==> src/rtl/fetch_unit_if.sv <==
// Instruction-memory fetch channel between fetch_unit and instruction memory.
// The fetch unit drives req/addr (master); memory returns ack/rdata (slave).
interface fetch_unit_if #(
    parameter int WIDTH = 32
) ();
    logic             imem_req;
    logic [WIDTH-1:0] imem_addr;
    logic             imem_ack;
    logic [31:0]      imem_rdata;

    modport master (
        output imem_req,
        output imem_addr,
        input  imem_ack,
        input  imem_rdata
    );

    modport slave (
        input  imem_req,
        input  imem_addr,
        output imem_ack,
        output imem_rdata
    );
endinterface

==> src/rtl/fetch_unit.sv <==
// Instruction fetch / program-counter stage.
// FETCH issues a word read at pc and waits for ack; EXEC presents the latched
// instruction to control until it retires; TRAP parks the unit after a
// misaligned jr until reset.
// Optional macro FETCH_PERF_CNT_EN adds retired-instruction and stall counters.
module fetch_unit #(
    parameter int               WIDTH    = 32,
    parameter logic [WIDTH-1:0] RESET_PC = '0
) (
    input  logic              clk,
    input  logic              rst,
    input  logic [1:0]        pcsrc,
    input  logic [WIDTH-1:0]  jr_target,
    input  logic              stall,
    fetch_unit_if.master      imem,
    output logic              inst_valid,
    output logic [31:0]       inst,
    output logic [5:0]        op,
    output logic [5:0]        func,
    output logic [WIDTH-1:0]  pc,
    output logic [WIDTH-1:0]  pc_plus4,
    output logic              trap
`ifdef FETCH_PERF_CNT_EN
    ,
    output logic [31:0]       instret_cnt,
    output logic [31:0]       stall_cnt
`endif
);

    typedef enum logic [1:0] {
        S_FETCH = 2'd0,
        S_EXEC  = 2'd1,
        S_TRAP  = 2'd2
    } state_t;

    state_t           state_q, state_d;
    logic [WIDTH-1:0] pc_q, pc_d;
    logic [31:0]      inst_q, inst_d;
    logic             trap_q, trap_d;

    logic [WIDTH-1:0] branch_off;
    logic [WIDTH-1:0] branch_target;
    logic [WIDTH-1:0] jump_target;
    logic [WIDTH-1:0] next_pc;
    logic             retire;
    logic             jr_misaligned;

    assign pc_plus4      = pc_q + {{(WIDTH-3){1'b0}}, 3'd4};
    assign branch_off    = {{(WIDTH-18){inst_q[15]}}, inst_q[15:0], 2'b00};
    assign branch_target = pc_plus4 + branch_off;

    // Jump target keeps the region bits above bit 27 only when they exist.
    generate
        if (WIDTH > 28) begin : g_jump_region
            assign jump_target = {pc_plus4[WIDTH-1:28], inst_q[25:0], 2'b00};
        end else begin : g_jump_flat
            assign jump_target = {inst_q[25:0], 2'b00};
        end
    endgenerate

    // Next-PC select; only consumed when an EXEC-state instruction retires.
    always_comb begin
        next_pc = pc_plus4;
        case (pcsrc)
            2'b00:   next_pc = pc_plus4;
            2'b01:   next_pc = branch_target;
            2'b10:   next_pc = jr_target;
            default: next_pc = jump_target;
        endcase
    end

    assign retire        = (state_q == S_EXEC) && !stall;
    assign jr_misaligned = (pcsrc == 2'b10) && (jr_target[1:0] != 2'b00);

    // FSM next-state: fetch/capture, hold on stall, commit PC or trap on retire.
    always_comb begin
        state_d = state_q;
        pc_d    = pc_q;
        inst_d  = inst_q;
        trap_d  = trap_q;
        case (state_q)
            S_FETCH: begin
                if (imem.imem_ack) begin
                    inst_d  = imem.imem_rdata;
                    state_d = S_EXEC;
                end
            end
            S_EXEC: begin
                if (retire) begin
                    if (jr_misaligned) begin
                        trap_d  = 1'b1;
                        state_d = S_TRAP;
                    end else begin
                        pc_d    = next_pc;
                        state_d = S_FETCH;
                    end
                end
            end
            default: begin
                state_d = S_TRAP;
            end
        endcase
    end

    // State registers; reset abandons any outstanding fetch.
    always_ff @(posedge clk or posedge rst) begin
        if (rst) begin
            state_q <= S_FETCH;
            pc_q    <= RESET_PC;
            inst_q  <= '0;
            trap_q  <= 1'b0;
        end else begin
            state_q <= state_d;
            pc_q    <= pc_d;
            inst_q  <= inst_d;
            trap_q  <= trap_d;
        end
    end

    // Request is decoded purely from state (no path from pcsrc/stall) and
    // is forced low while reset is held.
    assign imem.imem_req  = (state_q == S_FETCH) && !rst;
    assign imem.imem_addr = pc_q;

    assign inst_valid = (state_q == S_EXEC);
    assign inst       = inst_q;
    assign op         = inst_q[31:26];
    assign func       = inst_q[5:0];
    assign pc         = pc_q;
    assign trap       = trap_q;

`ifdef FETCH_PERF_CNT_EN
    logic [31:0] instret_cnt_q, instret_cnt_d;
    logic [31:0] stall_cnt_q, stall_cnt_d;

    // Counters: retired instructions (trapping jr excluded) and lost cycles.
    always_comb begin
        instret_cnt_d = instret_cnt_q;
        stall_cnt_d   = stall_cnt_q;
        if (retire && !jr_misaligned) begin
            instret_cnt_d = instret_cnt_q + 32'd1;
        end
        if (((state_q == S_EXEC) && stall) ||
            ((state_q == S_FETCH) && !imem.imem_ack)) begin
            stall_cnt_d = stall_cnt_q + 32'd1;
        end
    end

    // Counter registers, wrapping naturally at 2^32.
    always_ff @(posedge clk or posedge rst) begin
        if (rst) begin
            instret_cnt_q <= '0;
            stall_cnt_q   <= '0;
        end else begin
            instret_cnt_q <= instret_cnt_d;
            stall_cnt_q   <= stall_cnt_d;
        end
    end

    assign instret_cnt = instret_cnt_q;
    assign stall_cnt   = stall_cnt_q;
`endif

endmodule
==> src/flat_wrapper.sv <==
// flat-port wrapper written by rule: the top's interface ports become plain ports
module fetch_unit_flat 
#(
    parameter int               WIDTH    = 32,
    parameter logic [WIDTH-1:0] RESET_PC = '0
)
  (clk, rst, pcsrc, jr_target, stall, inst_valid, inst, op, func, pc, pc_plus4, trap, imem_imem_req, imem_imem_addr, imem_imem_ack, imem_imem_rdata);
  fetch_unit_if #(.WIDTH(WIDTH)) imem_i ();
  input  logic clk;
  input  logic rst;
  input  logic [1:0] pcsrc;
  input  logic [WIDTH-1:0] jr_target;
  input  logic stall;
  output logic inst_valid;
  output logic [31:0] inst;
  output logic [5:0] op;
  output logic [5:0] func;
  output logic [WIDTH-1:0] pc;
  output logic [WIDTH-1:0] pc_plus4;
  output logic trap;
  output wire logic [$bits(imem_i.imem_req)-1:0] imem_imem_req;
  output wire logic [$bits(imem_i.imem_addr)-1:0] imem_imem_addr;
  input wire logic [$bits(imem_i.imem_ack)-1:0] imem_imem_ack;
  input wire logic [$bits(imem_i.imem_rdata)-1:0] imem_imem_rdata;
  assign imem_imem_req = imem_i.imem_req;
  assign imem_imem_addr = imem_i.imem_addr;
  assign imem_i.imem_ack = imem_imem_ack;
  assign imem_i.imem_rdata = imem_imem_rdata;
  fetch_unit #(.WIDTH(WIDTH), .RESET_PC(RESET_PC)) u_core (.clk(clk), .rst(rst), .pcsrc(pcsrc), .jr_target(jr_target), .stall(stall), .imem(imem_i), .inst_valid(inst_valid), .inst(inst), .op(op), .func(func), .pc(pc), .pc_plus4(pc_plus4), .trap(trap));
endmodule
==> config.mk <==
export PLATFORM = sky130hd
export DESIGN_NAME = fetch_unit_flat
export DESIGN_NICKNAME = d
export VERILOG_FILES = /design/src/rtl/fetch_unit_if.sv /design/src/rtl/fetch_unit.sv /design/src/flat_wrapper.sv
export SDC_FILE = /design/constraint.sdc
export NUM_CORES = 1
export LEC_CHECK = 0
export CORE_UTILIZATION = 50
export CTS_CLUSTER_DIAMETER = 100
export DETAILED_ROUTE_END_ITERATION = 12
export PLACE_DENSITY = 0.95
export REMOVE_ABC_BUFFERS = 1
export SLEW_MARGIN = 20
export SYNTH_ARGS = -nofsm -noshare
export SYNTH_HDL_FRONTEND = slang
export SYNTH_SLANG_ARGS = --single-unit
==> constraint.sdc <==
create_clock -name clk -period 8.2 [get_ports clk]
set_clock_uncertainty 0.1 [all_clocks]
set_input_delay 1.64 -clock clk [delete_from_list [all_inputs] [get_ports clk]]
set_output_delay 1.64 -clock clk [all_outputs]
set_load 0.02 [all_outputs]
== Yosys cells after proc, flatten, opt, wreduce, memory -nomap -nowiden ==
Cells that the tools add are included.

* Register bits after elaboration: 67
* Input port bits: 70
* Output and inout bits: 143
* Word-level logic and storage cells: 29

* $add $sub $neg: 2
* Equality and inequality tests: 5
* Multiplexer cells: 5
* Bitwise logic cells: 1
* Reduce and logical (&&, ||, !) cells: 12

{| class="wikitable"
|+ Operator list
! kind !! count
|-
| $pmux 32 s3 || 1
|-
| $add 32x3->32 const B || 1
|-
| $add 32x32->32 || 1
|-
| $mux 2 || 3
|-
| $reduce_and 3->1 || 2
|-
| $eq 2x1->1 const B || 2
|-
| $logic_not 2->1 || 2
|-
| $pmux 2 s2 || 1
|-
| $reduce_and 2->1 || 2
|-
| $logic_and 1x1->1 || 3
|-
| $eq 2x2->1 const B || 1
|-
| $logic_not 1->1 || 2
|-
| $ne 2x1->1 const B || 1
|-
| $ne 2x2->1 const B || 1
|-
| $reduce_bool 2->1 || 1
|-
| $not 1->1 || 1
|}

== Logic depth before layout (Yosys ltp) ==
Gate-level depths: netlist (run 1).

* Depth in word-level cells: 5
* Depth in mapped cells: 17
* Depth with buffers taken out: 16

== Worst setup path after synthesis (run 1) ==
No wires, ideal clock.

* Path type: reg-to-reg
* Start: register u_core.pc_q[5], in the netlist u_core.imem.imem_addr[5]
* End: register u_core.pc_q[22], in the netlist u_core.imem.imem_addr[22]
* Library setup time: 125 ps
* Arrival time: 3,651 ps
* Required time: 7,975 ps
* Slack: 4,324 ps
* Cell stages (with the launch flop): 13
* Path buffers: 0
* Period minus slack after synthesis: 3,876 ps
* Cells stage by stage: dfrtp_1 > and4_1 > and4_1 > nand4_1 > xnor2_1 > ha_1 > a211oi_1 > nor2_1 > or3b_1 > a31oi_2 > xnor2_1 > mux4_2 > mux2_4

* Cells in the longest elaborated chain, start to end: 3

{| class="wikitable"
|+ RTL lines
! what !! RTL line !! RTL
|-
| start: declaration || fetch_unit.sv:37 || <nowiki>logic [WIDTH-1:0] pc_q, pc_d;</nowiki>
|-
| start signal: assignment || fetch_unit.sv:114 || <nowiki>pc_q <= pc_d;</nowiki>
|-
| $add 32x3->32 || fetch_unit.sv:48 || <nowiki>assign pc_plus4 = pc_q + {{(WIDTH-3){1'b0}}, 3'd4};</nowiki>
|-
| named net pc_plus4[15] || flat_wrapper.sv:19 || <nowiki>output logic [WIDTH-1:0] pc_plus4;</nowiki>
|-
| $add 32x32->32 || fetch_unit.sv:50 || <nowiki>assign branch_target = pc_plus4 + branch_off;</nowiki>
|-
| $pmux 32 s3 || fetch_unit.sv:64 || <nowiki>case (pcsrc)</nowiki>
|}

The timed path passes the listed nets, and every way through them passes these cells.
A chain may end at the register's enable or synchronous reset.

== Worst setup path after layout (run 1) ==
* Start: register u_core.pc_q[4], in the netlist u_core.imem.imem_addr[4]
* End: output port pc_plus4[26]

* Cells in the longest elaborated chain, start to end: 1

{| class="wikitable"
|+ RTL lines
! what !! RTL line
|-
| $add 32x3->32 || fetch_unit.sv:48
|-
| end: declaration || flat_wrapper.sv:19
|}

No other way between the ends.

==> results by group, run 1 <==
Worst setup path
  – Critical path required time: 6460 ps
  – Worst Path Max Fanout: 7
  – Kind of end point of the critical path: output pin
  – CP Class: register to output pin
  – Critical Path Source Type: register
  – WP data arrival: 3120 ps

Global route
  – GRT overflow: 0
  – Largest net degree at the start of global routing: 68
  – Total GRT Usage: 32.0%
  – First-pass GRT wire length: 29,000 um
  – Vias in the first global route: 5,450
  – Initial antenna violation count: 0

CTS
  – Post-CTS sizing: 0
  – H-tree Lvls: 3
  – Clk buf depth: 2
  – CTS tree: yes
  – CTS sink count: 67
  – TritonCTS buffer count: 9
  – Clk slew on worst S/H paths: 60 ps
  – Worst-skew pair later-pin latency: 340 ps
  – Root buf cell: clkbuf_16
  – Post-CTS setup buffer count: 0
  – CTS Hold Bufs: 0

Cells and area
  – Area growth, synth to finish: 39.3%
  – Core Util, Final: 71.3%
  – Multi-input gate area: 0.00366 mm2
  – Fill cells: 810
  – Register area: 0.00168 mm2
  – Nets@finish: 899
  – Fraction of layout cells with a size suffix above 1: 11.2%
  – N_diodes: 0
  – Post-route cell area: 0.00811 mm2
  – Non-filler cells in the finished layout: 940

Job
  – Number of max-cap violations: 0

Drt
  – Vias/cell: 6.08
  – Drt wl/cell: 19.7 um
  – Vias: 5,711
  – Post-route DRC: 0
  – DR iter-0 viols: 490
  – Router iterations before antenna repair: 7
  – Post-DRT Antenna Nets: 0
  – Routed wire length: 18,600 um

Timing
  – Max-slew headroom: 39.8%
  – Unrepaired setup endpoints after global routing: false
  – Slew @ Worst Pin: 903 ps
  – Fin. max-slew vios: 0
  – Total negative setup slack: 0 ps
  – Fin. Hold Viols: 0
  – Final min period: 4860 ps
  – Worst setup margin: 3340 ps
  – Final-report setup violation count: 0
  – F_max: 206 MHz
  – Final Cycle Share: 59.2%

Yosys
  – Post-synth EDFFs: 0
  – Unique cell type count in the Yosys netlist: 65
  – Yosys top cell by area: dfrtp_1
  – Post-synthesis register bit count: 67
  – Synth Instances: 632
  – Top cell type's share of synthesized area: 28.8%
  – Sequential area share after synthesis: 28.8%
  – Synth Flop Type: dfrtp_1
  – Avg Inst Size Synth: 9.21 um2
  – Ranking of synthesized cells by area: dfrtp_1, ha_1, mux2_2
  – Syn. warnings: 0
  – Async set-reset flop share out of synthesis: 100%
  – Synthesized area: 0.00582 mm2

Placement
  – Placer Congestion: 0.894
  – Dpl ws: 3620 ps
  – Cell Count Post-Placement: 924
  – Port Buffer Count: 212
  – Placed cell area: 0.00773 mm2
  – Post-DP HPWL: 13,200 um

Floorplan
  – Io pins: 213
  – Rows: 39
  – Die Wd: 110 um
  – Core area: 0.0114 mm2
  – Initial Util: 51.2%
  – Die area: 0.0121 mm2
  – Die Height: 110 um

Power
  – Max VDD drop: 0.426 mV
  – PwrDens: 503 mW/mm2
  – Pleak: 0.00341 uW

Min path
  – HP Class: register to register

Status
  – Outcome: completed
layout make-up:
type | instances | share of cell area [%]
Clock inverter | 4 | 1.48
Tap cell | 143 | 2.21
Sequential cell | 67 | 20.7
Clock buffer | 12 | 3.16
Multi-Input combinational cell | 481 | 45.1
Timing Repair Buffer | 219 | 26.7
Inverter | 14 | 0.648
report_power, final:
part	leakage [uW]	total [uW]	internal, uW	switching (uW)
registers	0.000797	724	483	240
logic	0.00243	2860	1320	1540
clock network	0.000183	492	345	147
path summary, 6_finish.rpt:
check	from	endpoint	slack, ps	cells after the start
min reg2reg	u_core.trap	u_core.trap	370	1
min	u_core.trap	u_core.trap	370	1
max reg2reg	u_core.imem.imem_addr[4]	u_core.imem.imem_addr[25]	3980	14
min in group asynchronous	rst	u_core.inst[22]	1810	3
max in group asynchronous	rst	u_core.imem.imem_addr[16]	5590	3
max	u_core.imem.imem_addr[4]	pc_plus4[26]	3340	7
cell families (layout without fill, tap and decap cells):
family,after synthesis,in the layout,synth area share (%)
xor+xnor,53,53,8.10
mux,66,66,15.3
compound gates,135,135,15.0
simple gates,190,190,16.2
buf+inv,84,249,8.57
fa+ha+maj,37,37,8.08
flops,67,67,28.8
critical path, cell delays in order, from the launching register on:
cell and delay (ps):
dfrtp_1 480, and4_1 300, and2_1 190, nand3_1 180, nor2_1 360, and3_1 290
xor2_1 300, clkdlybuf4s50_1 660
through the flow:
stage / total power (uW) / hold WS, ps
6_report: 4080 / 373
5_1_grt: 4320 / 389
4_1_cts: 4040 / 383
3_5_place_dp: 3490 / 371
3_3_place_gp: 3430 / 340
2_1_floorplan: 2430 / 364
metal layers:
metal	vias to the layer above	global-route usage [%]	share of wire, %
met5	-	0	0
met4	0	13.5	3.7
met3	59	5.81	8.4
met2	354	53.1	50
met1	2738	40.8	38
li1	2560	-	-
placed cells by master (no fill, tap or decap), drive strengths merged, types with 34 or more instances in the layout:
cell type,count
nor2,34
ha,36
mux2,39
clkdlybuf4s50,211
dfrtp,67
o21ai,37
a21oi,39
nand2,75
xnor2,34
synth_stat cells (12+ instances only):
| library cell | n |
|---|---|
| and3_1 | 12 |
| a21oi_1 | 39 |
| xor2_1 | 18 |
| ha_1 | 36 |
| xnor2_1 | 34 |
| a21o_1 | 15 |
| nand2_1 | 75 |
| buf_4 | 48 |
| nor2_1 | 33 |
| mux2i_1 | 13 |
| mux2_2 | 37 |
| nand3_1 | 19 |
| o21ai_0 | 29 |
| dfrtp_1 | 67 |
| clkbuf_1 | 17 |
| inv_1 | 14 |
| mux4_2 | 14 |
sequential cells by signal, summed over array words and instances (netlist names):
name / flops
u_core.inst: 32
u_core.imem.imem_addr: 32
u_core.trap: 1
u_core.state_q: 2
No activity file was read; power rests on OpenSTA's default activity.
==> run 2, diff against run 1 <==
Settings changed: CORE_UTILIZATION 50 to 42, PLACE_DENSITY 0.95 to 0.89.
Clock period 8.2 ns to 4.3 ns, I/O delays scaled along.
==> run 2 against run 1 <==
Against the previous run:
- wire length is 2.5% higher
- sequential cell count stayed put
- critical path depth is 7 higher
- critical endpoint is now u_core.imem.imem_addr[25]
==> results by group, run 2 (synthesis gave the netlist of run 1 again) <==
CTS
  – CTS sink count: 67
  – Post-CTS sizing: 0
  – CTS Hold Bufs: 0
  – Worst-skew pair later-pin latency: 330 ps
  – TritonCTS buffer count: 9
  – H-tree Lvls: 3
  – Root buf cell: clkbuf_16
  – Post-CTS setup buffer count: 0
  – Clk buf depth: 2
  – CTS tree: yes
  – Clk slew on worst S/H paths: 60 ps

Timing
  – Worst setup margin: 281 ps
  – Slew @ Worst Pin: 882 ps
  – Max-slew headroom: 40.9%
  – Final min period: 4020 ps
  – Unrepaired setup endpoints after global routing: false
  – Final Cycle Share: 93.5%
  – Fin. Hold Viols: 0
  – F_max: 249 MHz
  – Total negative setup slack: 0 ps
  – Final-report setup violation count: 0
  – Fin. max-slew vios: 0

Placement
  – Port Buffer Count: 212
  – Placer Congestion: 0.953
  – Dpl ws: 400 ps
  – Post-DP HPWL: 14,400 um
  – Placed cell area: 0.00781 mm2

Drt
  – Drt wl/cell: 19.5 um
  – Router iterations before antenna repair: 7
  – Post-DRT Antenna Nets: 0
  – Post-route DRC: 0
  – DR iter-0 viols: 446
  – Routed wire length: 19,000 um
  – Vias/cell: 5.79
  – Vias: 5,661

Floorplan
  – Io pins: 213
  – Initial Util: 43.5%
  – Die Wd: 120 um
  – Rows: 42
  – Die area: 0.0143 mm2
  – Die Height: 120 um
  – Core area: 0.0134 mm2

Power
  – Pleak: 0.00340 uW
  – Max VDD drop: 0.691 mV
  – PwrDens: 938 mW/mm2
  – Power, Total: 7610 uW

Global route
  – Vias in the first global route: 5,708
  – Largest net degree at the start of global routing: 39
  – Initial antenna violation count: 1
  – First-pass GRT wire length: 30,200 um
  – GRT overflow: 0
  – Total GRT Usage: 27.0%

Worst setup path
  – R2R Path Start: u_core.imem.imem_addr[4]
  – Reg2reg end: u_core.imem.imem_addr[25]
  – Worst Path Max Fanout: 7
  – Critical Path Source Type: register
  – CP Class: register to register
  – R2r worst-path depth: 14
  – WP data arrival: 4170 ps
  – Critical path required time: 4450 ps
  – Worst R2R Setup Slack: 280 ps
  – Kind of end point of the critical path: register

Min path
  – Worst hold start: u_core.trap
  – HP Class: register to register
  – Hold EP: u_core.trap
  – Hold-critical path depth: 1

Cells and area
  – Core Util, Final: 60.5%
  – Area growth, synth to finish: 39.3%
  – Fraction of layout cells with a size suffix above 1: 11.5%
  – Fill cells: 1,093
  – Post-route cell area: 0.00811 mm2
  – Commonest non-fill, non-tap cell in the layout: clkdlybuf4s50_1
  – Most frequent cells in the layout: clkdlybuf4s50_1, nand2_1, dfrtp_1, a21oi_1, mux2_2
  – Nets@finish: 903

Job
  – Number of max-cap violations: 0

Status
  – Outcome: completed
## run 2: cell types whose count changed in the layout (fill, tap and decap cells not counted), sizes merged
cell	before	now
clkinv	0	1
diode	0	1
bufinv	4	1
clkbuf	12	13
buf	8	13
clkdlybuf4s50	211	210
## run 2: area by class of cell
type | count | area, um2 | share of cell area, %
multi-input cells | 481 | 3660 | 45.1
repair buffers | 223 | 2210 | 27.2
flip-flops and latches | 67 | 1680 | 20.7
clock buffers | 13 | 260 | 3.21
well taps | 176 | 220 | 2.71
inverters | 14 | 52.6 | 0.648
clock inverters | 2 | 35.0 | 0.432
diodes | 1 | 2.50 | 0.0308
## run 2: where the power goes
group,switching [uW],leakage [uW],internal (uW)
Sequential,475,0.000797,921
Combinational,2930,0.00245,2530
Clock,276,0.000146,477
## run 2: critical path: stages (launching register included)
cell and delay (ps):
dfrtp_1 480, and4_1 300, and2_1 190, nand3_1 150
nor2_1 300, xor2_1 320, ha_1 360, a21oi_1 250
inv_1 110, o311a_1 310, a211o_1 330, a2111oi_4 310
xnor2_1 160, o221ai_1 140, o21ai_1 140
## run 2: metrics by stage
step           std cells  hold WS, ps
5_1_grt              977          424
3_5_place_dp         961          375
6_report             977          379
3_3_place_gp         961          340
4_1_cts              976          387
2_1_floorplan        562          364
## run 2: layer usage
metal	wire length [um]	GRT usage, %	up-vias
met1	7360	32.4	2725
met2	9370	46.2	311
met5	0	0	-
met4	600	11.9	0
li1	-	-	2575
met3	1690	6.27	50
## run 2: how the worst max path moves through the flow
stage | from | end | slack (ps)
final | u_core.imem.imem_addr[4] | u_core.imem.imem_addr[25] | 280
after global routing | u_core.imem.imem_addr[4] | u_core.imem.imem_addr[25] | 40
after CTS | u_core.imem.imem_addr[4] | u_core.imem.imem_addr[22] | 350
after detailed placement | u_core.imem.imem_addr[4] | u_core.imem.imem_addr[25] | 400
after global placement | u_core.imem.imem_addr[4] | u_core.imem.imem_addr[22] | 450
after floorplan | u_core.imem.imem_addr[5] | u_core.imem.imem_addr[22] | 280
==> run 3, diff against run 2 <==
Clock period 4.3 ns to 3.6 ns, I/O delays scaled along.
==> run 3 against run 2 <==
Against the previous run:
- wire length rose by 6.7%
- via count rose by 3.7%
- utilization rose by 4.2 points
- die area did not move
- power rose by 27%
- non-clock buffer count rose by 46
- count of clock-buffer cells in the layout fell by 3
- clock power rose by 19%
- final cell count rose by 4.6%
- combinational power rose by 32%
- largest cell class unchanged
- largest power group unchanged
- highest routed layer unchanged
==> results by group, run 3 (synthesis gave the netlist of run 1 again) <==
CTS
  – CTS Hold Bufs: 0
  – Worst-skew pair later-pin latency: 330 ps
  – Clk slew on worst S/H paths: 60 ps
  – Clk buf depth: 2
  – CTS sink count: 67
  – CTS tree: yes
  – H-tree Lvls: 3
  – TritonCTS buffer count: 9
  – Root buf cell: clkbuf_16

Global route
  – Largest net degree at the start of global routing: 68
  – Initial antenna violation count: 0
  – Vias in the first global route: 5,915
  – GRT overflow: 0
  – Total GRT Usage: 27.7%
  – First-pass GRT wire length: 30,800 um

Cells and area
  – Fraction of layout cells with a size suffix above 1: 21.3%
  – Non-filler cells in the finished layout: 1,022
  – Commonest non-fill, non-tap cell in the layout: clkdlybuf4s50_1
  – Nets@finish: 949
  – Area growth, synth to finish: 48.9%
  – Multi-input gate area: 0.00388 mm2
  – Core Util, Final: 64.7%
  – Register area: 0.00168 mm2
  – N_diodes: 0
  – Fill cells: 1,018
  – Most frequent cells in the layout: clkdlybuf4s50_1, nand2_1, dfrtp_1, buf_4, a21oi_1

Placement
  – Port Buffer Count: 212
  – Placer Congestion: 0.944
  – Post-DP HPWL: 14,800 um
  – Dpl ws: -4.44 ps
  – Cell Count Post-Placement: 1,003

Power
  – Pleak: 0.00370 uW
  – Max VDD drop: 0.740 mV
  – PwrDens: 1120 mW/mm2

Timing
  – F_max: 280 MHz
  – Unrepaired setup endpoints after global routing: true
  – Final Cycle Share: 99.1%
  – Total negative setup slack: 0 ps
  – Final min period: 3570 ps
  – Slew @ Worst Pin: 511 ps
  – Fin. max-slew vios: 0
  – Worst setup margin: 31.2 ps
  – Max-slew headroom: 65.9%
  – Fin. Hold Viols: 0
  – Final-report setup violation count: 0

Drt
  – Routed wire length: 20,300 um
  – Post-DRT Antenna Nets: 0
  – DR iter-0 viols: 401
  – Post-route DRC: 0
  – Vias: 5,873
  – Router iterations before antenna repair: 7
  – Drt wl/cell: 19.8 um
  – Vias/cell: 5.75

Worst setup path
  – Slowest CP cell: dfrtp_1
  – Critical Path Source Type: register
  – Worst Path Max Fanout: 4
  – Setup crit start: u_core.imem.imem_addr[4]
  – Critical path required time: 3760 ps
  – R2R Path Start: u_core.imem.imem_addr[4]
  – Max incr delay on CP: 360 ps
  – Cell Chain, Critical Path: and4_4, and2_4, nand3_4, nor2_2, xor2_1, ha_1, a21o_1, a21oi_2, nor2b_1, o311a_1, a211o_1, a2111oi_4, xnor2_1, o221ai_1, o21ai_1
  – Kind of end point of the critical path: register
  – CP Class: register to register
  – WP data arrival: 3730 ps

Floorplan
  – Die area: 0.0143 mm2
  – Initial Util: 43.5%
  – Die Wd: 120 um
  – Rows: 42
  – Die Height: 120 um
  – Io pins: 213
  – Core area: 0.0134 mm2

Min path
  – Worst hold start: u_core.trap
  – HP Class: register to register

Job
  – Number of max-cap violations: 0

Status
  – Outcome: completed
==> run 3: changes by cell type in the layout (fill, tap and decap cells not counted), sizes merged <==
cell,change
diode,-1
clkdlybuf4s50,-3
buf,+46
dlygate4sd2,+3
clkinv,+3
clkbuf,-3
==> run 3: area by class of cell <==
cell class	count	share of cell area (%)
tap	176	2.54
clock buffer	10	2.76
timing repair buffer	269	29.4
clock inverter	5	0.620
multi-input combinational	481	44.7
inverter	14	0.606
sequential	67	19.4
==> run 3: final timing paths <==
path | to | slack (ps) | depth (start not counted)
max in group asynchronous | u_core.imem.imem_addr[14] | 2330 | 3
worst max-delay path | u_core.imem.imem_addr[25] | 30 | 15
worst min-delay path | u_core.trap | 370 | 1
worst max register to register | u_core.imem.imem_addr[25] | 30 | 15
min in group asynchronous | u_core.inst[24] | 700 | 3
worst min register to register | u_core.trap | 370 | 1
==> run 3: what timing repair did <==
item,4_1_cts,5_1_grt
pin swaps,1,14
endpoints found under the setup margin,6,16
resized for setup,4,45
setup buffers,1,3
==> run 3: report_power, final <==
group | leakage [uW] | switching, uW | internal (uW)
clock network | 0.000148 | 347 | 549
logic | 0.00276 | 3790 | 3440
registers | 0.000793 | 452 | 1100
==> run 3: per-layer routing <==
metal | routed length, um | vias up | GRT usage (%) | part of all wire [%]
met2 | 10100 | 319 | 47.1 | 50
met4 | 658 | 0 | 11.8 | 3.2
met5 | 0 | - | 0 | 0
met1 | 7910 | 2841 | 34.3 | 39
met3 | 1660 | 55 | 5.09 | 8.2
li1 | - | 2658 | - | -
==> run 3: critical path: cells and delay by family (launching register included) <==
kind                     cells  cell delay (ps)
flip-flops                   1              360
AND/OR/NAND/NOR              5              720
AO/OA/AOI/OAI                7             1640
XOR/XNOR                     2              370
adder cells (fa/ha/maj)      1              300
==> run 3: stage by stage <==
stage / hold WS, ps / cell area [um2] / power [uW]
finish: 369 / 8670 / 9680
global route: 387 / 8670 / 10200
CTS: 376 / 8430 / 9310
detailed placement: 363 / 8130 / 8340
global placement: 341 / 8130 / 8210
floorplan: 364 / 5380 / 5530
